$ cat config.mk
export PLATFORM = sky130hd
export DESIGN_NAME = m_cp0
export DESIGN_NICKNAME = d
export VERILOG_FILES = /design/src/rtl/m_cp0_pkg.sv /design/src/rtl/m_cp0.sv
export SDC_FILE = /design/constraint.sdc
export NUM_CORES = 1
export LEC_CHECK = 0
export CORE_ASPECT_RATIO = 1.25
export CORE_MARGIN = 2
export CORE_UTILIZATION = 42
export DETAILED_ROUTE_END_ITERATION = 10
export GPL_TIMING_DRIVEN = 0
export PLACE_DENSITY = 0.81
export SLEW_MARGIN = 0
export SYNTH_ARGS = -nofsm -noshare
export SYNTH_HDL_FRONTEND = slang
export SYNTH_SLANG_ARGS = --single-unit
$ cat constraint.sdc
create_clock -name clk -period 3.95 [get_ports clk]
set_input_delay 1.185 -clock clk [delete_from_list [all_inputs] [get_ports clk]]
set_output_delay 1.185 -clock clk [all_outputs]
set_load 0.05 [all_outputs]
$ cat src/rtl/m_cp0_pkg.sv
// Shared CP0 definitions: register numbers, field positions, ExcCode values
// and the fixed redirect addresses also used by the PC register.
package m_cp0_pkg;

  // CP0 register numbers
  localparam logic [4:0] RegSr    = 5'd12;
  localparam logic [4:0] RegCause = 5'd13;
  localparam logic [4:0] RegEpc   = 5'd14;

  // Field bit positions
  localparam int unsigned SrIeBit       = 0;
  localparam int unsigned SrExlBit      = 1;
  localparam int unsigned CauseBdBit    = 31;
  localparam int unsigned CauseExcMsb   = 6;
  localparam int unsigned CauseExcLsb   = 2;
  localparam int unsigned ImMsbDefault  = 15;
  localparam int unsigned ImLsbDefault  = 10;

  // ExcCode values
  localparam logic [4:0] ExcInt  = 5'd0;
  localparam logic [4:0] ExcAdEL = 5'd4;
  localparam logic [4:0] ExcAdES = 5'd5;
  localparam logic [4:0] ExcRi   = 5'd10;
  localparam logic [4:0] ExcOv   = 5'd12;

  // Redirect targets shared with the PC register
  localparam logic [31:0] ExcEntrance = 32'h0000_4180;
  localparam logic [31:0] InstrStart  = 32'h0000_3000;

endpackage

$ cat src/rtl/m_cp0.sv
// M-stage coprocessor 0: exception/interrupt request generation plus the
// SR/Cause/EPC register file.
//  clk, reset (async, active low)
//  en/cp0_addr/cp0_wdata : mtc0 write port; cp0_rdata : mfc0 read (combinational)
//  vpc, bd_in, exc_code_in : victim instruction info; hw_int : interrupt lines
//  eret : return from handler; epc_out : eret target
//  req : combinational redirect request; exc_entrance : handler address
module m_cp0
  import m_cp0_pkg::*;
#(
  parameter logic [31:0] EXC_ENTRANCE = ExcEntrance,
  parameter int unsigned IM_MSB       = ImMsbDefault,
  parameter int unsigned IM_LSB       = ImLsbDefault
) (
  input  logic        clk,
  input  logic        reset,
  input  logic        en,
  input  logic [4:0]  cp0_addr,
  input  logic [31:0] cp0_wdata,
  output logic [31:0] cp0_rdata,
  input  logic [31:0] vpc,
  input  logic        bd_in,
  input  logic [4:0]  exc_code_in,
  input  logic        eret,
  input  logic [5:0]  hw_int,
  output logic        req,
  output logic [31:0] epc_out,
  output logic [31:0] exc_entrance
);

  logic [5:0]  im_q, im_d;
  logic        exl_q, exl_d;
  logic        ie_q, ie_d;
  logic        bd_q, bd_d;
  logic [5:0]  ip_q, ip_d;
  logic [4:0]  exc_code_q, exc_code_d;
  logic [31:0] epc_q, epc_d;

  logic        int_req;
  logic        exc_req;
  logic [31:0] sr_word;
  logic [31:0] cause_word;

  assign int_req = (|(hw_int & im_q)) & ie_q & ~exl_q;
  assign exc_req = (exc_code_in != 5'd0) & ~exl_q;
  // Held low during reset so no redirect escapes while state is being cleared.
  assign req     = reset & (int_req | exc_req);

  assign exc_entrance = EXC_ENTRANCE;
  // Same-cycle EPC write is forwarded so eret sees the value being written.
  assign epc_out = (en && (cp0_addr == RegEpc)) ? cp0_wdata : epc_q;

  always_comb begin
    sr_word                  = '0;
    sr_word[IM_MSB:IM_LSB]   = im_q;
    sr_word[SrExlBit]        = exl_q;
    sr_word[SrIeBit]         = ie_q;
    cause_word                           = '0;
    cause_word[CauseBdBit]               = bd_q;
    cause_word[IM_MSB:IM_LSB]            = ip_q;
    cause_word[CauseExcMsb:CauseExcLsb]  = exc_code_q;
  end

  always_comb begin
    case (cp0_addr)
      RegSr:    cp0_rdata = sr_word;
      RegCause: cp0_rdata = cause_word;
      RegEpc:   cp0_rdata = epc_q;
      default:  cp0_rdata = '0;
    endcase
  end

  always_comb begin
    im_d       = im_q;
    exl_d      = exl_q;
    ie_d       = ie_q;
    bd_d       = bd_q;
    ip_d       = hw_int;
    exc_code_d = exc_code_q;
    epc_d      = epc_q;
    if (req) begin
      // Victim does not commit: its mtc0/eret are dropped.
      exl_d      = 1'b1;
      bd_d       = bd_in;
      exc_code_d = int_req ? ExcInt : exc_code_in;
      epc_d      = bd_in ? (vpc - 32'd4) : vpc;
    end else if (eret) begin
      // Takes precedence over a simultaneous (illegal) en.
      exl_d = 1'b0;
    end else if (en) begin
      case (cp0_addr)
        RegSr: begin
          im_d  = cp0_wdata[IM_MSB:IM_LSB];
          exl_d = cp0_wdata[SrExlBit];
          ie_d  = cp0_wdata[SrIeBit];
        end
        RegEpc:  epc_d = cp0_wdata;
        default: ;
      endcase
    end
  end

  always_ff @(posedge clk or negedge reset) begin
    if (!reset) begin
      im_q       <= '0;
      exl_q      <= 1'b0;
      ie_q       <= 1'b0;
      bd_q       <= 1'b0;
      ip_q       <= '0;
      exc_code_q <= '0;
      epc_q      <= '0;
    end else begin
      im_q       <= im_d;
      exl_q      <= exl_d;
      ie_q       <= ie_d;
      bd_q       <= bd_d;
      ip_q       <= ip_d;
      exc_code_q <= exc_code_d;
      epc_q      <= epc_d;
    end
  end

endmodule

==> results.toml <==
[status]
status = "completed"

[timing]
worst_pin_slew_ns = 0.720
fin_crit_sh = 0.989
max_freq_ghz = 0.256
whs_ns = 0.505
maxSlewViolCount = 0
skew_ns = 0.00601
hold_viol_final = 0
fin_crit_ns = 3.91
fin_setup_tns_ns = 0
setup_viol = 0
max_slew_margin = 0.517

[routing]
wl_per_cell_um = 17.9
drt_first_pass_iters = 7
vias = 3667
drc = 0
wirelength_um = 12700
via_per_inst = 5.16
antenna_left = 0
drtIter0Drc = 123

[cts]
cts_tree = "done"
root_buffer = "clkbuf_8"
cts.sinks = 52
clock_latency_ns = 0.30
cts_hold_buf = 0
htreeDepth = 2
numCtsBuffers = 5
clock_path_buffers = 2
clkTransAtPathRegs_ns = 0.10

[place]
io_buffers = 149
gp_congestion = 0.819
dp_cells = 687
dpl.hpwl_um = 8960
placed_area_um2 = 5600

[global_routing]
grt_pass1_vias = 3852
antenna_found_initial = 0
grt-ovfl-total = 0
grt_pass1_wl_um = 19400
grt_max_degree = 30
gr-usage-all-layers = 0.251

[cells_and_area]
syn_to_final_growth_pct = 63.6
layout_common_cells = "77 x clkdlybuf4s50_1, 55 x buf_4, 52 x dfrtp_1"
finalInstanceArea_um2 = 6250
n_antenna_cell = 0
nets = 675
layout_commonest_cell = "clkdlybuf4s50_1"
fin_cells = 710
drive_gt1_frac = 0.369

[yosys]
synth-simple-area-share = 0.174
ys_top_cells_by_area = "dfrtp_1 34%, mux2_2 17%, buf_4 6.3%"
synthMuxAreaShare = 0.219
synth_cell_types = 47
yosysTopAreaCell = "dfrtp_1"
syn_area_um2 = 3820
async_flop_share = 1.00
synth-seq-area-share = 0.340
ys_seq_elements = 52
synth_edf_count = 0
synth_xor_area_frac = 0.0596
avgSynthCellArea_um2 = 9.88
ys_warn_count = 0
synth_cells = 387
synth_compound_area_frac = 0.108
synth_ff_type = "dfrtp_1"
synthAdderAreaFrac = 0.00327
synth_top_family_by_area = "multiplexers"
synth_top_area_frac = 0.340

[floorplan]
die_h_um = 111
core_region_area_um2 = 8750
io_pins = 182
num_rows = 38
dieArea_um2 = 9880
start_util = 0.437
die_width_um = 89.3

[critical_path]
critPathMaxStageDelay_ns = 0.42
cp_cell_sequence = "clkdlybuf4s50_1, a22o_1, o31ai_4, nand3_2, nand2_4, inv_6, buf_6"
crit_required_ns = 2.76
crit_path_top_delay_cell = "clkdlybuf4s50_1"
critical_path_peak_fanout = 23
crit_family = "buffers and inverters"
end_kind = "primary output"
reg2reg_slack_ns = 1.62
worstSetupPathType = "input pin to primary output"
critPathBufInv = 3
cp-start-kind = "input pin"
worstPathArrival_ns = 2.72

[power]
powerDensity_nw_per_um2 = 357
leakage_nw = 2.76
ir_worst_vdd_uv = 240
power_mw = 2.24

[hold_path]
hold_class = "flop to flop"

[run]
cap_viol_max_count = 0
synthesized netlist by cell type (5+ instances only):
library cell  instances
o21ai_0              12
xor2_1               19
mux2_4                7
clkbuf_1             15
a21oi_1              22
inv_1                 8
nor2_1               31
mux2i_1               9
nand2_1              14
and2_1               18
nand3b_1              7
a22o_1               15
xnor2_1               7
a222oi_1              6
nor2b_1               5
dfrtp_1              52
buf_4                32
mux2_2               57
registers in the layout, summed over array words and instances, names as in the netlist:
signal      cells
bd_q            1
exl_q           1
ie_q            1
epc_q          32
im_q            6
ip_q            6
exc_code_q      5
worst reg2reg max path, delay by kind of cell (launching register included):
kind / cells / cell delay (ns)
buffers and inverters: 2 / 0.25
multiplexers: 1 / 0.30
AND/OR/NAND/NOR: 3 / 0.64
AO/OA/AOI/OAI: 2 / 0.62
flip-flops: 1 / 0.42
final timing paths:
path                                        endpoint  cells after the start                       from
min in group asynchronous  exc_code_q[1]$_DFFE_PN0N_                      1                      reset
max                                              req                      7                  hw_int[1]
max in group asynchronous        im_q[3]$_DFFE_PN0P_                      2                      reset
max reg2reg                      im_q[5]$_DFFE_PN0P_                      8        im_q[1]$_DFFE_PN0P_
min                        exc_code_q[3]$_DFFE_PN0N_                      1  exc_code_q[3]$_DFFE_PN0N_
min reg2reg                exc_code_q[3]$_DFFE_PN0N_                      1  exc_code_q[3]$_DFFE_PN0N_
metrics by stage:
step | setup WS (ns) | utilization
2_1_floorplan | 0.158 | -
3_3_place_gp | -2.93 | 0.637
3_5_place_dp | -1.30 | 0.640
4_1_cts | -0.0803 | 0.708
5_1_grt | -0.0290 | 0.715
6_report | 0.0431 | 0.715
where the power goes:
group          internal (mW)  switching, mW
Combinational          0.519          0.626
Sequential             0.634         0.0859
Clock                  0.188          0.182
Total                   1.34          0.894
logic make-up after synthesis:
family,after synthesis
AOI/OAI and AO/OA,61
other,2
and+or+nand+nor,111
xor gates and xnor gates,26
adders and majority gates,1
buffers and inverters,61
muxes,73
DFF,52
cell type report:
cell class / instances / area [µm²]
buffer: 49 / 405
clock buffer: 5 / 68.8
clock inverter: 3 / 42.5
fill: 669 / 2490
inverter: 9 / 38.8
multi-input combinational: 304 / 2410
sequential: 52 / 1300
tap: 120 / 150
timing repair buffer: 168 / 1840
timing repair:
action / CTS / global route
gates resized for setup: 513 / 30
pin swaps: 11 / 9
setup buffers: 14 / 1
gates cloned: 4 / 0
setup endpoints to repair: 65 / 65
metal layers:
| layer | share of wire | vias up | track usage |
|---|---|---|---|
| met5 | 0 | - | 0 |
| met4 | 0.019 | 0 | 0.0667 |
| met3 | 0.067 | 13 | 0.0417 |
| met2 | 0.54 | 152 | 0.451 |
| met1 | 0.38 | 1775 | 0.301 |
| li1 | - | 1727 | - |
Note: power is estimated with default switching activity, not from simulation.
